--- src/rtl/div_issue_arbiter.sv ---
// Issue arbiter in front of the shared divide/remainder unit: one held op per core,
// round-robin issue, and per-core in-flight tracking until the divider's ready pulse or a timeout.
module div_issue_arbiter #(
    parameter int NUM_CORES = 4,
    parameter int TIMEOUT   = 31
) (
    input  logic                    clk,
    input  logic                    reset,
    input  logic [NUM_CORES-1:0]    core_req,
    input  logic [2*NUM_CORES-1:0]  core_order,
    input  logic [32*NUM_CORES-1:0] core_rs1,
    input  logic [32*NUM_CORES-1:0] core_rs2,
    output logic [NUM_CORES-1:0]    core_ack,
    output logic [NUM_CORES-1:0]    core_busy,
    input  logic [NUM_CORES-1:0]    div_ready,
    output logic                    request,
    output logic [2:0]              core_num,
    output logic [1:0]              order,
    output logic [31:0]             rs1,
    output logic [31:0]             rs2,
    output logic [NUM_CORES-1:0]    timeout_err
);

    typedef enum logic [1:0] {
        ST_IDLE   = 2'd0,
        ST_HELD   = 2'd1,
        ST_ISSUED = 2'd2
    } state_e;

    state_e         state_q [NUM_CORES];
    logic [1:0]     ord_q   [NUM_CORES];
    logic [31:0]    a_q     [NUM_CORES];
    logic [31:0]    b_q     [NUM_CORES];
    logic [7:0]     age_q   [NUM_CORES];
    logic [1:0]     rr_ptr_q;
    logic           request_q;
    logic [2:0]     core_num_q;
    logic [1:0]     order_q;
    logic [31:0]    rs1_q;
    logic [31:0]    rs2_q;
    logic [NUM_CORES-1:0] err_q;

    logic           grant_vld_s;
    logic [1:0]     grant_idx_s;
    logic [1:0]     cand_s;

    // Round-robin pick among held entries, starting just after the last winner.
    always_comb begin
        grant_vld_s = 1'b0;
        grant_idx_s = 2'd0;
        cand_s      = 2'd0;
        for (int k = 1; k <= NUM_CORES; k++) begin
            cand_s = rr_ptr_q + 2'(k);
            if (!grant_vld_s && state_q[cand_s] == ST_HELD) begin
                grant_vld_s = 1'b1;
                grant_idx_s = cand_s;
            end else begin
                grant_vld_s = grant_vld_s;
            end
        end
    end

    // Per-core acknowledge and busy status decoded from the slot state.
    always_comb begin
        core_ack  = '0;
        core_busy = '0;
        for (int n = 0; n < NUM_CORES; n++) begin
            core_ack[n]  = core_req[n] & (state_q[n] == ST_IDLE);
            core_busy[n] = (state_q[n] != ST_IDLE);
        end
    end

    // Slot FSMs, age counters, round-robin pointer and registered issue port.
    always_ff @(posedge clk or posedge reset) begin
        if (reset) begin
            rr_ptr_q   <= 2'd3;
            request_q  <= 1'b0;
            core_num_q <= 3'd0;
            order_q    <= 2'd0;
            rs1_q      <= 32'd0;
            rs2_q      <= 32'd0;
            err_q      <= '0;
            for (int n = 0; n < NUM_CORES; n++) begin
                state_q[n] <= ST_IDLE;
                ord_q[n]   <= 2'd0;
                a_q[n]     <= 32'd0;
                b_q[n]     <= 32'd0;
                age_q[n]   <= 8'd0;
            end
        end else begin
            request_q <= grant_vld_s;
            if (grant_vld_s) begin
                rr_ptr_q   <= grant_idx_s;
                core_num_q <= {1'b0, grant_idx_s};
                order_q    <= ord_q[grant_idx_s];
                rs1_q      <= a_q[grant_idx_s];
                rs2_q      <= b_q[grant_idx_s];
            end
            for (int n = 0; n < NUM_CORES; n++) begin
                case (state_q[n])
                    ST_IDLE: begin
                        if (core_req[n]) begin
                            state_q[n] <= ST_HELD;
                            ord_q[n]   <= core_order[2*n +: 2];
                            a_q[n]     <= core_rs1[32*n +: 32];
                            b_q[n]     <= core_rs2[32*n +: 32];
                        end
                    end
                    ST_HELD: begin
                        if (grant_vld_s && grant_idx_s == 2'(n)) begin
                            state_q[n] <= ST_ISSUED;
                            age_q[n]   <= 8'd0;
                        end
                    end
                    ST_ISSUED: begin
                        // A ready pulse on the timeout edge still counts as a normal completion.
                        if (div_ready[n]) begin
                            state_q[n] <= ST_IDLE;
                        end else if (age_q[n] == 8'(TIMEOUT)) begin
                            state_q[n] <= ST_IDLE;
                            err_q[n]   <= 1'b1;
                        end else begin
                            age_q[n]   <= age_q[n] + 8'd1;
                        end
                    end
                    default: state_q[n] <= ST_IDLE;
                endcase
            end
        end
    end

    assign request     = request_q;
    assign core_num    = core_num_q;
    assign order       = order_q;
    assign rs1         = rs1_q;
    assign rs2         = rs2_q;
    assign timeout_err = err_q;

endmodule

--- config.mk ---
export PLATFORM = sky130hd
export DESIGN_NAME = div_issue_arbiter
export DESIGN_NICKNAME = d
export VERILOG_FILES = /design/src/rtl/div_issue_arbiter.sv
export SDC_FILE = /design/constraint.sdc
export NUM_CORES = 1
export LEC_CHECK = 0
export CORE_MARGIN = 2
export CORE_UTILIZATION = 55
export CTS_BUF_LIST = sky130_fd_sc_hd__clkbuf_8
export DETAILED_ROUTE_END_ITERATION = 8
export PLACE_DENSITY_LB_ADDON = 0.2
export SYNTH_ARGS = -nofsm -noshare
export SYNTH_HDL_FRONTEND = slang
export SYNTH_SLANG_ARGS = --single-unit
--- constraint.sdc ---
create_clock -name clk -period 27.5 [get_ports clk]
set_input_delay 2.75 -clock clk [delete_from_list [all_inputs] [get_ports clk]]
set_output_delay 2.75 -clock clk [all_outputs]
set_load 0.05 [all_outputs]
-- Yosys cells after proc, flatten, opt, wreduce, memory -nomap -nowiden
Cells that the tools add are included.
Widths: inputs -> output; s select.
- reduce and logical (&&, ||, !) cells: 39
- equal/unequal tests: 39
- add/subtract/negate cells: 7
- bitwise logic cells: 13
- $lt $le $gt $ge: 5
- multiplexer cells: 65
- operators with widths (operator ; number):
    $bmux 32 s2 ; 2
    $mux 32 ; 4
    $mux 8 ; 12
    $pmux 8 s2 ; 4
    $mux 2 ; 30
    $add 8x1->8 const B ; 4
    $eq 8x5->1 const B ; 4
    $ne 2x2->1 const B ; 16
    $pmux 2 s3 ; 4
    $reduce_and 3->1 ; 8
    $bmux 2 s2 ; 5
    $eq 2x1->1 const B ; 9
    $reduce_and 4->1 ; 4
    $reduce_bool 2->1 ; 8
    $ge 3x3->1 const B ; 5
    $not 2->3 ; 5
    $eq 2x2->1 const B ; 6
    $ne 3x3->1 const B ; 4
    $logic_not 2->1 ; 5
    $reduce_and 2->1 ; 4
    $logic_and 1x1->1 ; 7
    $add 2x2->2 const B ; 2
    $and 1x1->1 ; 4
    $mux 1 ; 4
    3 further kinds ; 8
- flip-flop bits (word level): 379
- input bits: 274
- output and inout bits: 82

-- Longest topological paths before layout
Gate-level depths: netlist (run 1).
- depth in word-level cells: 20
- gate-level depth with buffers: 10

-- Least setup slack after synthesis (run 1)
No wires, ideal clock.
- kind: input to output
- start point: input port core_req[2]
- end point: output port core_ack[2]
- arrival: 3692 ps
- data required time: 24750 ps
- stages on the path: 3
- setup slack: 21058 ps
- path buffers: 2
- cell sequence: and2_1 > clkbuf_1 > clkbuf_1
- longest elaborated chain between the ends: 1
- ends and longest elaborated chain (element ; line ; text):
    start, declared ; 9 ; input logic [NUM_CORES-1:0] core_req,
    $and 1x1->1 ; 68 ; core_ack[n] = core_req[n] & (state_q[n] == ST_IDLE);
    end, declared ; 13 ; output logic [NUM_CORES-1:0] core_ack,
Every way passes these cells.

-- Worst setup path in the final report (run 1)
- start point: input port core_req[0]
- end point: output port core_ack[0]
Same word-level chain as after synthesis.

==> summary.txt, run 1 <==
Outcome
  • Status: finished clean

Clock tree
  • CTS H-tree depth: 3
  • CTS tree: yes
  • Clk root buf: clkbuf_8
  • Clock-pin slew on the worst setup and hold paths: 0.06 ns
  • Clk_lat worst skew: around 0.58 ns
  • Post-CTS Setup Inserts: 0
  • # clock sinks: between 300 and 400
  • CTS Buffer Depth: 3
  • Post-CTS sizing: 0
  • Num CTS Buffers: 66
  • Hold_buf cts: 0

STA
  • Final Hold Vio Count: 0
  • Slew Limit Fails: 0
  • Tmin final: around 7.6 ns
  • Fmax: between 0.1 and 0.15 GHz
  • Worst rel slew slack: 32.0%
  • Final Cycle Share: approximately 28%
  • Setup TNS: 0 ns
  • Final setup fails: 0
  • Clock skew: roughly 0.033 ns
  • Final hold slack: between 0.4 and 0.5 ns
  • Actual slew at the worst max-slew pin: 1.02 ns
  • RSZ-0062 raised after global routing: false

Setup path
  • Cells on worst reg2reg path: 7
  • Worst path cell trace: clkdlybuf4s50_1 > inv_1 > nor2_4 > buf_4 > clkdlybuf4s50_1
  • Crit path max fanout: 36
  • Kind of end point of the critical path: primary output
  • Critical path's top delay family: buffers and inverters
  • Reg2reg end: rs1[20]
  • Max incr delay on CP: ~0.92 ns
  • FF-to-FF Start: rr_ptr_q[1]
  • WS Path Type: in -> out
  • Reg-to-reg setup timing slack: 24.21 ns
  • CP most frequent cell: clkdlybuf4s50_1
  • CP max-delay cell: clkdlybuf4s50_1
  • Worst path bufs/invs: 4
  • CP Launch Type: primary input
  • WP depth: 5
  • Required @ worst endpoint: 24.75 ns
  • WP data arrival: 4.82 ns

Synth
  • Area leader, netlist: dfrtp_1
  • EDFF count, synth: 0
  • Mapped cell area: ~16000 µm²
  • Synth warn: 0
  • Post-synth ARST share: 100%
  • Top post-synthesis cells by area: dfrtp_1, mux2_2, a211oi_2
  • Post-synth cell types: 62
  • Register area share after synthesis: 58.0%
  • Mapped Cells: ~1200
  • Syn Nets: about 1500
  • Mean Syn Cell Area: 13.5 µm²
  • Top_reg_cell synth: dfrtp_1
  • Synth top area share: just under 60%
  • Seq cells post-synth: between 300 and 400

Detailed routing
  • Iter 0 DRT Violations: about 650
  • WL/cell: about 22 µm
  • # DRC: 0
  • Detailed Routing Iterations Pass 1: 5
  • Antenna Nets Post-Route: 0
  • Vias per cell: 5.70
  • Detailed-route via count: about 12000
  • Final WL: roughly 44000 µm

Finish
  • Layout area overhead: 30.9%
  • Net count, final: between 1500 and 2000
  • Layout cell share with drive strength beyond 1: 28.0%

Floorplanning
  • Row Count: 63
  • Core Area: approximately 29000 µm²
  • Initial core utilization: approximately 55%
  • DIE HEIGHT: 176 µm
  • I/O pin total: ~360
  • Horiz. Die Dim: 176 µm
  • Die Area: 31100 µm²

GRT
  • GRT Total Usage: between 20 and 30%
  • Largest net degree at the start of global routing: roughly 180
  • Met2 usage: a little under half
  • Met3 usage: about 8.3%
  • GR Layer Usage met1: a little over a third
  • Vias in the first global route: about 13000
  • Busiest grt layer: met2
  • First-pass GRT wire length: between 60000 and 70000 µm
  • Grt total ovfl: 0
  • Initial antenna violation count: 11

Placed design
  • Global placement routability congestion: a little under 0.8
  • PortBufs: about 350
  • Hpwl dp: 28500 µm

Min path
  • Worst Hold Depth: 1
  • Hold crit path type: reg -> reg
  • Hold Path End: timeout_err[2]
  • HP Start: timeout_err[2]

Pwr
  • Leak Pwr: 9.00 nW
  • Pwr Density: between 100 and 150 nW/µm²
  • Worst ir drop on vdd: roughly 0.087 mV

Job
  • Max_cap viols: 0
-- worst reg2reg max path: cells and delay by family (launching register included) --
| family | cells | cell delay, ns |
|---|---|---|
| simple gates | 2 | 0.82 |
| buf+inv | 2 | 0.86 |
| compound gates | 3 | 0.80 |
| flops | 1 | 0.64 |
-- how the worst max path moves through the flow --
stage / from / end / slack (ns)
6_report: core_req[0] / core_ack[0] / 19.93
5_1_grt: core_req[0] / core_ack[0] / 19.85
4_1_cts: core_req[0] / core_ack[0] / 19.92
3_5_place_dp: core_req[0] / core_ack[0] / 19.93
3_3_place_gp: core_req[0] / core_ack[0] / 19.96
2_1_floorplan: reset / a_q[0] / 14.22
-- through the flow --
stage          util [%]  area, µm²  total power, mW  setup WS (ns)  std cells
3_3_place_gp       68.3      20100             2.45          19.96       1894
2_1_floorplan         -      16400             2.10          14.22       1209
4_1_cts            72.6      21400             3.00          19.92       2009
5_1_grt            72.6      21400             3.15          19.85       2016
3_5_place_dp       68.3      20100             2.50          19.93       1894
6_report           72.6      21400             2.98          19.93       2017
-- power breakdown --
group	internal (mW)	switching, mW	leakage (nW)
clock network	0.261	0.227	0.740
registers	0.842	0.163	4.49
logic	0.637	0.853	3.77
total	1.74	1.24	9.00
-- sequential cells by signal, summed over array words and instances (netlist names) --
| name | cells |
|---|---|
| order | 2 |
| b_q | 128 |
| rr_ptr_q | 2 |
| a_q | 128 |
| core_num | 2 |
| request | 1 |
| rs2 | 32 |
| timeout_err | 4 |
| state_q | 8 |
| ord_q | 8 |
| rs1 | 32 |
| age_q | 32 |
-- Yosys cell counts, drive strengths merged, types with 8 or more instances --
master / n
dfrtp: 377
mux2: 275
nor2: 74
o22ai: 69
buf: 54
mux2i: 48
a211oi: 46
nand2: 46
a21oi: 34
clkbuf: 19
o21ai: 15
o221ai: 12
a31oi: 11
inv: 11
nand3: 11
xor2: 9
nand4: 8
nor2b: 8
-- cell families (layout without fill, tap and decap cells) --
family	Yosys count	after routing	share of synthesized area, %
mux	323	323	21.9
flops	379	379	58.0
fa+ha+maj	4	4	0.306
buf+inv	84	494	2.81
other cells	1	9	0.0229
compound gates	222	222	10.8
xor+xnor	10	10	0.536
simple gates	186	186	5.67
-- area by class of cell --
class,count,area [µm²]
diodes,8,20.0
clock buffers,79,1090
fillers,2054,8070
multi-input cells,746,6460
well taps,390,488
inverters,11,48.8
flip-flops and latches,379,9490
clock inverters,36,164
repair buffers,368,3660
-- metal layers --
metal,up-vias,share of wire (%)
met5,-,0.034
met4,2,3.6
met3,105,7.7
met2,392,49
met1,5811,40
li1,5190,-
-- cells in the final DEF (no fill, tap or decap), types with 9 or more instances in the layout --
master	count
a211oi_2	40
a21oi_1	32
a31oi_1	9
buf_4	13
clkbuf_8	79
clkdlybuf4s50_1	354
dfrtp_1	377
inv_1	36
mux2_2	275
mux2i_1	48
nand2_1	41
nand3_1	11
nor2_1	70
o21ai_0	15
o22ai_1	69
xor2_1	9
(Power assumes the default switching activity.)
==> run 2, diff against run 1 <==
CORE_UTILIZATION = 53   (was 55)
clock period = 7.3 ns   (was 27.5 ns; I/O delays follow)
==> run 2 against run 1 <==
Against the previous run:
- combinational power rose to 3.8 times the previous value
- non-clock buffer count increased by 3
- critical path depth down 1
- sequential cell count stayed put
- clock-buffer cell count stayed put
- global-route usage fell by 1.6 points
- cell area down 0.22%
- critical path type is now reg -> out
- largest power group unchanged
- highest routed layer unchanged
==> summary.txt, run 2 (synthesis results as in run 1) <==
Clock tree
  • Clock-pin slew on the worst setup and hold paths: approximately 0.06 ns
  • Num CTS Buffers: 61
  • CTS tree: yes
  • CTS Buffer Depth: 3
  • Clk_lat worst skew: just over 0.6 ns
  • Clk root buf: clkbuf_8
  • Hold_buf cts: 0
  • CTS H-tree depth: 2
  • Post-CTS sizing: 0
  • Post-CTS Setup Inserts: 0
  • # clock sinks: ~380

STA
  • Final Hold Vio Count: 0
  • RSZ-0062 raised after global routing: false
  • Final setup fails: 0
  • Worst rel slew slack: around 29%
  • Fmax: ~0.28 GHz
  • Actual slew at the worst max-slew pin: approximately 1.1 ns
  • Slew Limit Fails: 0
  • Clock skew: roughly 0.034 ns
  • Final Cycle Share: between 40% and 50%
  • Tmin final: approximately 3.6 ns
  • Setup TNS: 0 ns

Finish
  • Layout cell share with drive strength beyond 1: 28.1%
  • Net count, final: 1848
  • Top flop regs: a_q (128), b_q (128)
  • Layout area overhead: 30.6%
  • Fin cells: between 2000 and 2500
  • Fill cell count: around 2200
  • Utilization after layout: 70.0%
  • Design Area, Final: ~21000 µm²
  • Most common cell after layout, fill and taps aside: dfrtp_1
  • Commonest cells after routing, fill and taps aside: dfrtp_1, clkdlybuf4s50_1, mux2_2, clkbuf_8, nor2_1

Setup path
  • Reg-to-reg setup timing slack: 3.95 ns
  • Worst path bufs/invs: 2
  • Kind of end point of the critical path: primary output
  • WS Path Type: reg -> out
  • Worst path cell trace: or2_2 > nor2_4 > buf_4 > clkdlybuf4s50_1
  • Reg2reg end: rs2[10]
  • Cells on worst reg2reg path: 7
  • CP max-delay cell: clkdlybuf4s50_1
  • Max incr delay on CP: slightly above 0.9 ns
  • WP data arrival: about 2.8 ns
  • Crit path max fanout: 32
  • Required @ worst endpoint: 6.57 ns
  • CP Launch Type: flip-flop
  • FF-to-FF Start: rr_ptr_q[1]
  • Critical path's top delay family: buffers and inverters

Floorplanning
  • Initial core utilization: between 50% and 60%
  • Core Area: around 31000 µm²
  • Die Area: approximately 32000 µm²
  • I/O pin total: approximately 360
  • Horiz. Die Dim: approximately 180 µm
  • DIE HEIGHT: 180 µm
  • Row Count: 64

Detailed routing
  • Post-Route M1 WL: about 18000 µm
  • Final WL: 43800 µm
  • Detailed Routing Iterations Pass 1: 5
  • Iter 0 DRT Violations: around 580
  • WL/cell: between 20 and 25 µm
  • Top sig layer: met5
  • # DRC: 0
  • WL met2: 21200 µm
  • Met3 wire len: 3390 µm
  • Detailed-route via count: about 11000
  • Antenna Nets Post-Route: 0
  • Vias per cell: roughly 5.7

Placed design
  • Placed insts: roughly 1900
  • Global placement routability congestion: ~0.83
  • PortBufs: 354
  • Hpwl dp: around 29000 µm
  • Area after DPL: just over 20000 µm²

Pwr
  • Pwr Density: around 520 nW/µm²
  • Leak Pwr: 8.96 nW
  • Clk pwr share: between 10% and 20%
  • Logic pwr share: roughly half
  • Cell-internal power: 6.53 mW
  • Sequential share of power: between 30% and 40%
  • Worst ir drop on vdd: 0.296 mV
  • P_sw: ~4.6 mW
  • Net Sw Frac: between 40 and 50%

Min path
  • Worst Hold Depth: 1
  • HP Start: timeout_err[2]
  • Hold Path End: timeout_err[2]
  • Hold crit path type: reg -> reg

GRT
  • Largest net degree at the start of global routing: 79
  • First-pass GRT wire length: 68600 µm
  • GRT Total Usage: roughly 27%
  • Vias in the first global route: between 10000 and 15000
  • Grt total ovfl: 0
  • Initial antenna violation count: 8

Outcome
  • Status: finished clean

Job
  • Max_cap viols: 0
[run 2: power by group through the flow]
stage                     Clock [mW]  Combinational [mW]  Sequential [mW]
after floorplan                    0                3.60             4.30
after global placement             0                5.46             3.76
after detailed placement           0                5.60             3.81
after CTS                       1.81                5.62             3.78
after global routing            1.91                5.97             3.91
final                           1.77                5.60             3.78
[run 2: layout make-up]
| cell class | instances | area, µm² | area share (%) |
|---|---|---|---|
| clock inverters | 25 | 108 | 0.504 |
| flip-flops and latches | 379 | 9490 | 44.4 |
| repair buffers | 371 | 3670 | 17.2 |
| inverters | 11 | 45.0 | 0.211 |
| well taps | 396 | 495 | 2.32 |
| multi-input cells | 746 | 6460 | 30.2 |
| clock buffers | 79 | 1090 | 5.09 |
| diodes | 6 | 15.0 | 0.0703 |
[run 2: per-layer routing]
metal	GRT usage (%)	vias up
li1	-	5162
met1	33.8	5805
met2	44.2	392
met3	8.23	98
met4	11.1	4
met5	0	-
[run 2: worst reg2reg max path, delay by kind of cell, from the launching register on]
family	cells	cell delay, ns
AOI/OAI and AO/OA	4	1.33
buffers and inverters	2	0.71
and+or+nand+nor	1	0.56
DFF	1	0.63
[run 2: worst max path at each step]
stage,slack [ns],start,endpoint,cells past startpoint
CTS,3.69,state_q[2],core_ack[2],3
detailed placement,3.77,core_req[3],core_ack[3],5
global placement,3.75,core_req[3],core_ack[3],5
finish,3.73,state_q[0],core_ack[3],4
floorplan,1.48,reset,a_q[0],1
global route,3.61,state_q[2],core_ack[2],3
[run 2: per-stage QoR]
| step | hold WS [ns] | total power, mW | setup WS [ns] |
|---|---|---|---|
| floorplan | 0.452 | 7.90 | 1.48 |
| global placement | 0.445 | 9.22 | 3.75 |
| global route | 0.471 | 11.8 | 3.61 |
| CTS | 0.459 | 11.2 | 3.69 |
| detailed placement | 0.446 | 9.41 | 3.77 |
| finish | 0.455 | 11.2 | 3.73 |
